<file path="src/rtl/bbox_pkg.sv">
// Shared types and constants for the digit bounding-box locator.
package bbox_pkg;

    localparam int unsigned H_ACTIVE_DEF = 1280;
    localparam int unsigned V_ACTIVE_DEF = 720;
    localparam int unsigned X_W          = 11;
    localparam int unsigned Y_W          = 10;
    localparam int unsigned RUN_W        = 4;
    localparam int unsigned ACC_W        = 12;

    localparam logic [23:0] OVERLAY_COLOR = 24'hFF0000;

    typedef enum logic [1:0] {
        IDLE  = 2'd0,
        SCAN  = 2'd1,
        LATCH = 2'd2
    } state_t;

    typedef struct packed {
        logic [X_W-1:0] left;
        logic [X_W-1:0] right;
        logic [Y_W-1:0] top;
        logic [Y_W-1:0] bottom;
    } bbox_t;

endpackage

</file>
<file path="src/rtl/bbox_run_filter.sv">
// Dark-pixel detector with window gating and a per-line run counter that
// rejects short dark runs before they reach the box accumulators.
module bbox_run_filter
    import bbox_pkg::*;
#(
    parameter int unsigned THRESH  = 200,
    parameter int unsigned MIN_RUN = 3,
    parameter int unsigned WIN_L   = 0,
    parameter int unsigned WIN_R   = 1279,
    parameter int unsigned WIN_T   = 0,
    parameter int unsigned WIN_B   = 719
) (
    input  logic           clk,
    input  logic           rst,
    input  logic           de,
    input  logic [7:0]     blue,
    input  logic [X_W-1:0] x,
    input  logic [Y_W-1:0] y,
    output logic           qualify_c,
    output logic           run_start_c
);

    logic [RUN_W-1:0] run_cnt;
    logic [RUN_W-1:0] run_base;
    logic [RUN_W-1:0] run_next;
    logic             dark;
    logic             in_win;

    always_comb begin
        dark     = blue < 8'(THRESH);
        // Biased lower-bound compares stay meaningful when the window starts at 0.
        in_win   = ({1'b1, x} >= {1'b1, X_W'(WIN_L)}) && (x <= X_W'(WIN_R)) &&
                   ({1'b1, y} >= {1'b1, Y_W'(WIN_T)}) && (y <= Y_W'(WIN_B));
        run_base = (x == '0) ? '0 : run_cnt;
        run_next = '0;
        if (dark && in_win) begin
            run_next = (run_base == '1) ? run_base : run_base + RUN_W'(1);
        end
        qualify_c   = de && dark && in_win && (run_next >= RUN_W'(MIN_RUN));
        run_start_c = qualify_c && (run_base < RUN_W'(MIN_RUN));
    end

    always_ff @(posedge clk) begin
        if (rst) begin
            run_cnt <= '0;
        end else if (de) begin
            run_cnt <= run_next;
        end
    end

endmodule

</file>
<file path="src/rtl/digit_bbox_locator.sv">
// Tracks the bounding box of dark glyph pixels per frame and publishes it at frame end.
// Optional BBOX_OVERLAY_EN adds RGB_Data_Out with the published box drawn in red.
module digit_bbox_locator
    import bbox_pkg::*;
#(
    parameter int unsigned H_ACTIVE = H_ACTIVE_DEF,
    parameter int unsigned V_ACTIVE = V_ACTIVE_DEF,
    parameter int unsigned THRESH   = 200,
    parameter int unsigned MIN_RUN  = 3,
    parameter int unsigned MIN_SIZE = 8,
    parameter int unsigned WIN_L    = 0,
    parameter int unsigned WIN_R    = 1279,
    parameter int unsigned WIN_T    = 0,
    parameter int unsigned WIN_B    = 719
) (
    input  logic           clk,
    input  logic           rst,
    input  logic           RGB_de_Src,
    input  logic [23:0]    RGB_Data_Src,
    input  logic [X_W-1:0] RGB_x_Src,
    input  logic [Y_W-1:0] RGB_y_Src,
    output logic [X_W-1:0] left,
    output logic [X_W-1:0] right,
    output logic [Y_W-1:0] top,
    output logic [Y_W-1:0] bottom,
    output logic           box_valid,
    output logic           box_update
`ifdef BBOX_OVERLAY_EN
    ,
    output logic [23:0]    RGB_Data_Out
`endif
);

    state_t         state;
    state_t         state_next;
    logic           qualify;
    logic           run_start;
    logic           origin;
    logic           last_px;
    logic           clr_acc;
    logic           acc_en;
    logic           publish;
    logic           accept;

    bbox_t          acc;
    bbox_t          acc_next;
    logic           hit;
    logic           hit_next;
    logic [X_W-1:0] cand_x;
    logic [ACC_W-1:0] width;
    logic [ACC_W-1:0] height;

    bbox_run_filter #(
        .THRESH  (THRESH),
        .MIN_RUN (MIN_RUN),
        .WIN_L   (WIN_L),
        .WIN_R   (WIN_R),
        .WIN_T   (WIN_T),
        .WIN_B   (WIN_B)
    ) u_run_filter (
        .clk         (clk),
        .rst         (rst),
        .de          (RGB_de_Src),
        .blue        (RGB_Data_Src[7:0]),
        .x           (RGB_x_Src),
        .y           (RGB_y_Src),
        .qualify_c   (qualify),
        .run_start_c (run_start)
    );

    assign origin  = RGB_de_Src && (RGB_x_Src == '0) && (RGB_y_Src == '0);
    assign last_px = RGB_de_Src && (RGB_x_Src == X_W'(H_ACTIVE - 1)) &&
                     (RGB_y_Src == Y_W'(V_ACTIVE - 1));

    always_ff @(posedge clk) begin
        if (rst) begin
            state <= IDLE;
        end else begin
            state <= state_next;
        end
    end

    // Publishing is decided on the last pixel so outputs land on the next edge.
    always_comb begin
        state_next = state;
        clr_acc    = 1'b0;
        acc_en     = 1'b0;
        publish    = 1'b0;
        case (state)
            IDLE: begin
                if (origin) begin
                    clr_acc    = 1'b1;
                    acc_en     = 1'b1;
                    state_next = SCAN;
                end
            end
            SCAN: begin
                if (RGB_de_Src) begin
                    acc_en = 1'b1;
                    if (origin) begin
                        clr_acc = 1'b1;
                    end else if (last_px) begin
                        publish    = 1'b1;
                        state_next = LATCH;
                    end
                end
            end
            LATCH: begin
                state_next = IDLE;
            end
            default: begin
                state_next = IDLE;
            end
        endcase
    end

    always_comb begin
        acc_next = acc;
        hit_next = hit;
        if (clr_acc) begin
            acc_next.left   = '1;
            acc_next.right  = '0;
            acc_next.top    = '1;
            acc_next.bottom = '0;
            hit_next        = 1'b0;
        end
        cand_x = run_start ? (RGB_x_Src - X_W'(MIN_RUN - 1)) : RGB_x_Src;
        if (qualify) begin
            if (cand_x < acc_next.left)      acc_next.left   = cand_x;
            if (RGB_x_Src > acc_next.right)  acc_next.right  = RGB_x_Src;
            if (RGB_y_Src < acc_next.top)    acc_next.top    = RGB_y_Src;
            if (RGB_y_Src > acc_next.bottom) acc_next.bottom = RGB_y_Src;
            hit_next = 1'b1;
        end
        width  = {1'b0, acc_next.right} - {1'b0, acc_next.left} + ACC_W'(1);
        height = {2'b00, acc_next.bottom} - {2'b00, acc_next.top} + ACC_W'(1);
        accept = hit_next && (width >= ACC_W'(MIN_SIZE)) && (height >= ACC_W'(MIN_SIZE));
    end

    always_ff @(posedge clk) begin
        if (rst) begin
            acc.left   <= '1;
            acc.right  <= '0;
            acc.top    <= '1;
            acc.bottom <= '0;
            hit        <= 1'b0;
        end else if (acc_en) begin
            acc <= acc_next;
            hit <= hit_next;
        end
    end

    always_ff @(posedge clk) begin
        if (rst) begin
            left       <= '0;
            right      <= '0;
            top        <= '0;
            bottom     <= '0;
            box_valid  <= 1'b0;
            box_update <= 1'b0;
        end else begin
            box_update <= publish;
            if (publish) begin
                box_valid <= accept;
                if (accept) begin
                    left   <= acc_next.left;
                    right  <= acc_next.right;
                    top    <= acc_next.top;
                    bottom <= acc_next.bottom;
                end
            end
        end
    end

`ifdef BBOX_OVERLAY_EN
    logic on_h;
    logic on_v;

    always_comb begin
        on_h = ((RGB_y_Src == top) || (RGB_y_Src == bottom)) &&
               (RGB_x_Src >= left) && (RGB_x_Src <= right);
        on_v = ((RGB_x_Src == left) || (RGB_x_Src == right)) &&
               (RGB_y_Src >= top) && (RGB_y_Src <= bottom);
    end

    always_ff @(posedge clk) begin
        if (rst) begin
            RGB_Data_Out <= '0;
        end else begin
            RGB_Data_Out <= (box_valid && (on_h || on_v)) ? OVERLAY_COLOR : RGB_Data_Src;
        end
    end
`else
    logic unused_data_hi;
    assign unused_data_hi = ^RGB_Data_Src[23:8];
`endif

endmodule

</file>
<file path="config.mk">
export PLATFORM = sky130hd
export DESIGN_NAME = digit_bbox_locator
export DESIGN_NICKNAME = d
export VERILOG_FILES = /design/src/rtl/bbox_pkg.sv /design/src/rtl/bbox_run_filter.sv /design/src/rtl/digit_bbox_locator.sv
export SDC_FILE = /design/constraint.sdc
export NUM_CORES = 1
export LEC_CHECK = 0
export CORE_UTILIZATION = 25
export CTS_CLUSTER_DIAMETER = 120
export DETAILED_ROUTE_END_ITERATION = 12
export PLACE_DENSITY_LB_ADDON = 0.1
export SYNTH_ARGS = -nofsm -noshare
export SYNTH_HDL_FRONTEND = slang
export SYNTH_SLANG_ARGS = --single-unit
</file>
<file path="constraint.sdc">
create_clock -name clk -period 25.2 [get_ports clk]
set_input_delay 5.04 -clock clk [delete_from_list [all_inputs] [get_ports clk]]
set_output_delay 5.04 -clock clk [all_outputs]
set_load 0.005 [all_outputs]
</file>
==> impl_metrics.yaml <==
status:
  outcome: "finished clean"
setup_path:
  timing.setup.critical_path_class: "primary input to flip-flop"
  path_depth_of_the_worst_reg2reg_path: 28
  required_ns: 25.45
  critical_path.top_delay_family: "compound AO/OA/AOI/OAI gates"
  critPathCaptureType: "flip-flop"
  worst_path_most_repeated_cell: "sky130_fd_sc_hd__ha_1"
  crit_path_max_fanout: 38
  worst-endpoint-arrival_ns: 13.89
  max_stage_delay_ns: 0.68
  reg_to_reg_endpoint: "right[6]$_SDFFE_PP0P_"
  timing.critical_path.depth: 30
  timing.rr.start: "u_run_filter.run_cnt[0]$_SDFFE_PP0P_"
  cp-start-kind: "primary input"
  r2r_setup_slack_ns: 17.16
  cpMaxStageDelayCell: "sky130_fd_sc_hd__a211oi_1"
  worstPathBufferInverterCount: 4
layout:
  synthToLayoutAreaGrowth_pct: 18.9
  antenna_cells: 0
  n_fill_cell: 2852
  multiInputGateArea_um2: 4530
  ff_latch_area_um2: 1860
  final_cell_area_um2: 8160
  layout.nets: 1001
  drive_gt1_frac: 0.0726
route:
  route.final.wire_length_mm: 22.4
  detail_route.wl_per_cell_um: 18.3
  vias: 6163
  drt-vias-per-instance: 5.04
  drc: 0
  drt_first_iter_violations: 336
  antenna_violating_nets_post_route: 0
  drt-pass1-iter-count: 5
sta:
  finalMaxSlewViolations: 0
  finClkSkew_ns: 0.0162
  timing.fmax_ghz: 0.0733
  post-route-min-period_ns: 13.64
  slew_headroom: 0.252
  setup_tns_ns: 0
  setup_violations: 0
  unrepaired_setup_endpoints_after_global_routing: "no"
  transition_at_the_pin_with_the_smallest_max_transition_slack_ns: 1.12
  final_hold_viol_count: 0
  fin_crit_sh: 0.541
clock_network:
  cts-htree-levels: 3
  number_of_clock_sinks_seen_by_cts: 93
  path_clk_slew_ns: 0.07
  worstSkewPairLatency_ns: 0.37
  tritoncts_clock_tree: "built"
  hold_bufs_at_cts: 0
  cts-root-buf: "sky130_fd_sc_hd__clkbuf_16"
  post_cts.repair.setup_buffers: 0
  cts-resized-gates: 0
  tritoncts.num_buffers: 9
  clock_tree.buffer_depth: 2
synthesis:
  synth_ff_type: "sky130_fd_sc_hd__dfxtp_1"
  muxShareOfSynthArea: 0.0416
  syn-num-nets: 963
  yosys.area_share.xor_xnor: 0.0204
  synth_area_per_cell_um2: 8.18
  main_combinational_cell_family_by_area_after_synthesis: "compound AO/OA/AOI/OAI gates"
  synth_simple_gate_area_share: 0.191
  ys.warnings.count: 0
  synthCells: 839
  mappedNetlistArea_um2: 6860
  synthAdderAreaFrac: 0.141
  yosysTopAreaCellShare: 0.271
  fraction_of_the_yosys_area_taken_by_sequential_cells: 0.271
  synth-async-reset-ratio: 0
  synth-compound-area-share: 0.265
  yosysTopAreaCell: "sky130_fd_sc_hd__dfxtp_1"
  yosys-top-cells-area: "sky130_fd_sc_hd__dfxtp_1, sky130_fd_sc_hd__ha_1, sky130_fd_sc_hd__nor2_1"
  yosys.cell_types.count: 70
  postSynthRegisterBits: 93
  number_of_enable_flip_flop_cells_after_synthesis: 0
global_routing:
  grt_use_total: 0.165
  grt_antenna_before_repair: 0
  grt_overflow: 0
  grt_first_pass_wirelength_mm: 36.0
  grt_max_degree: 65
  grt_pass1_vias: 6207
power:
  power.density_cell_area_nw_per_um2: 42.6
  vdd_ir_drop_max_mv: 0.0364
  leakage_nw: 3.47
placement:
  io_buffers: 72
  dpl-instance-area_um2: 7810
  place.detailed.hpwl_mm: 16.7
  place.gp.congestion: 0.805
worst_hold_path:
  worst_hold_path.endpoint: "acc[32]$_SDFFE_PP1P_"
  hold_path_startpoint: "acc[32]$_SDFFE_PP1P_"
  worstHoldPathCells: 2
  hold_class: "flip-flop to flip-flop"
floorplan:
  chipWidth_um: 168
  pin_count: 92
  row_cnt: 60
  start_util: 0.255
  chipHeight_um: 168
  die_area_um2: 28100
  core_um2: 27000
flow_run:
  maxCapViolCount: 0
[worst register-to-register path: cells and delay by family, from the launching register on]
kind	cells	cell delay, ns
buf+inv	4	0.81
fa+ha+maj	4	1.16
compound gates	11	3.04
xor+xnor	2	0.49
mux	1	0.40
simple gates	6	1.68
flops	1	0.38
[layout make-up]
type,instances,area share
Multi-Input combinational cell,635,0.555
Sequential cell,93,0.228
Timing Repair Buffer,80,0.0951
Tap cell,341,0.0523
Clock buffer,9,0.0276
Inverter,58,0.0267
Clock inverter,7,0.0147
[per-layer routing]
| layer | vias up | track usage | wire length, µm |
|---|---|---|---|
| met5 | - | 0 | 0 |
| met4 | 0 | 0.0411 | 257 |
| met3 | 14 | 0.0220 | 756 |
| met1 | 2837 | 0.240 | 11700 |
| met2 | 115 | 0.255 | 9730 |
| li1 | 3197 | - | - |
[worst max-delay path by stage]
stage | start | endpoint
after detailed placement | RGB_x_Src[5] | right[9]$_SDFFE_PP0P_
after global placement | RGB_x_Src[5] | right[6]$_SDFFE_PP0P_
after CTS | RGB_x_Src[3] | right[9]$_SDFFE_PP0P_
after global routing | RGB_x_Src[3] | right[9]$_SDFFE_PP0P_
after floorplan | RGB_x_Src[5] | bottom[9]$_SDFFE_PP0P_
final | RGB_x_Src[5] | right[6]$_SDFFE_PP0P_
[kinds of logic after synthesis]
family	after synthesis
mux	26
buf+inv	111
compound gates	251
fa+ha+maj	76
xor+xnor	16
flops	93
simple gates	266
[registers in the layout, indices dropped and copies added (netlist names), 2 cells and up]
| name | cells |
|---|---|
| acc | 42 |
| bottom | 10 |
| left | 11 |
| right | 11 |
| state | 2 |
| top | 10 |
| u_run_filter.run_cnt | 4 |
[per-stage QoR]
step / total power, mW / std cells / hold slack (ns) / setup slack (ns) / util
after global routing: 0.363 / 1223 / 0.498 / 10.74 / 0.303
after global placement: 0.186 / 1207 / 0.459 / 11.01 / 0.290
after CTS: 0.354 / 1223 / 0.481 / 11.54 / 0.303
after detailed placement: 0.185 / 1207 / 0.458 / 11.20 / 0.290
final: 0.347 / 1223 / 0.475 / 11.56 / 0.303
after floorplan: 0.172 / 839 / 0.441 / 13.29 / -
[Yosys cell counts (15+ instances only)]
cell type,instances
sky130_fd_sc_hd__clkbuf_1,31
sky130_fd_sc_hd__nor4_1,31
sky130_fd_sc_hd__a21o_1,26
sky130_fd_sc_hd__nand3_1,19
sky130_fd_sc_hd__dfxtp_1,93
sky130_fd_sc_hd__o21ai_0,24
sky130_fd_sc_hd__a211oi_1,17
sky130_fd_sc_hd__nor2_1,80
sky130_fd_sc_hd__o211ai_1,15
sky130_fd_sc_hd__a21oi_1,56
sky130_fd_sc_hd__inv_1,58
sky130_fd_sc_hd__ha_1,74
sky130_fd_sc_hd__mux2_2,20
sky130_fd_sc_hd__nand2_1,67
[report_power, final]
part | internal, mW | switching, mW
Sequential | 0.147 | 0.000159
Combinational | 0.0129 | 0.0218
Clock | 0.0977 | 0.0676
[cells in the final DEF, fill, tap and decap left out, types with 8 or more instances in the layout]
cell / instances
sky130_fd_sc_hd__o211ai_1: 15
sky130_fd_sc_hd__nand3_1: 19
sky130_fd_sc_hd__nor2b_1: 8
sky130_fd_sc_hd__clkbuf_16: 9
sky130_fd_sc_hd__clkdlybuf4s50_1: 71
sky130_fd_sc_hd__a311oi_1: 12
sky130_fd_sc_hd__buf_4: 8
sky130_fd_sc_hd__ha_1: 74
sky130_fd_sc_hd__mux2_2: 20
sky130_fd_sc_hd__nor4_1: 30
sky130_fd_sc_hd__o22ai_1: 10
sky130_fd_sc_hd__o211a_1: 10
sky130_fd_sc_hd__dfxtp_1: 93
sky130_fd_sc_hd__inv_1: 58
sky130_fd_sc_hd__nor3_1: 10
sky130_fd_sc_hd__nand4_1: 13
sky130_fd_sc_hd__xnor2_1: 10
sky130_fd_sc_hd__nor2_1: 80
sky130_fd_sc_hd__a21oi_1: 56
sky130_fd_sc_hd__a31o_1: 9
sky130_fd_sc_hd__o21ai_0: 24
sky130_fd_sc_hd__a211oi_1: 17
sky130_fd_sc_hd__a31o_2: 8
sky130_fd_sc_hd__a21o_1: 26
sky130_fd_sc_hd__a22oi_1: 11
sky130_fd_sc_hd__nand2_1: 67
Note: power is estimated with default switching activity, not from simulation.
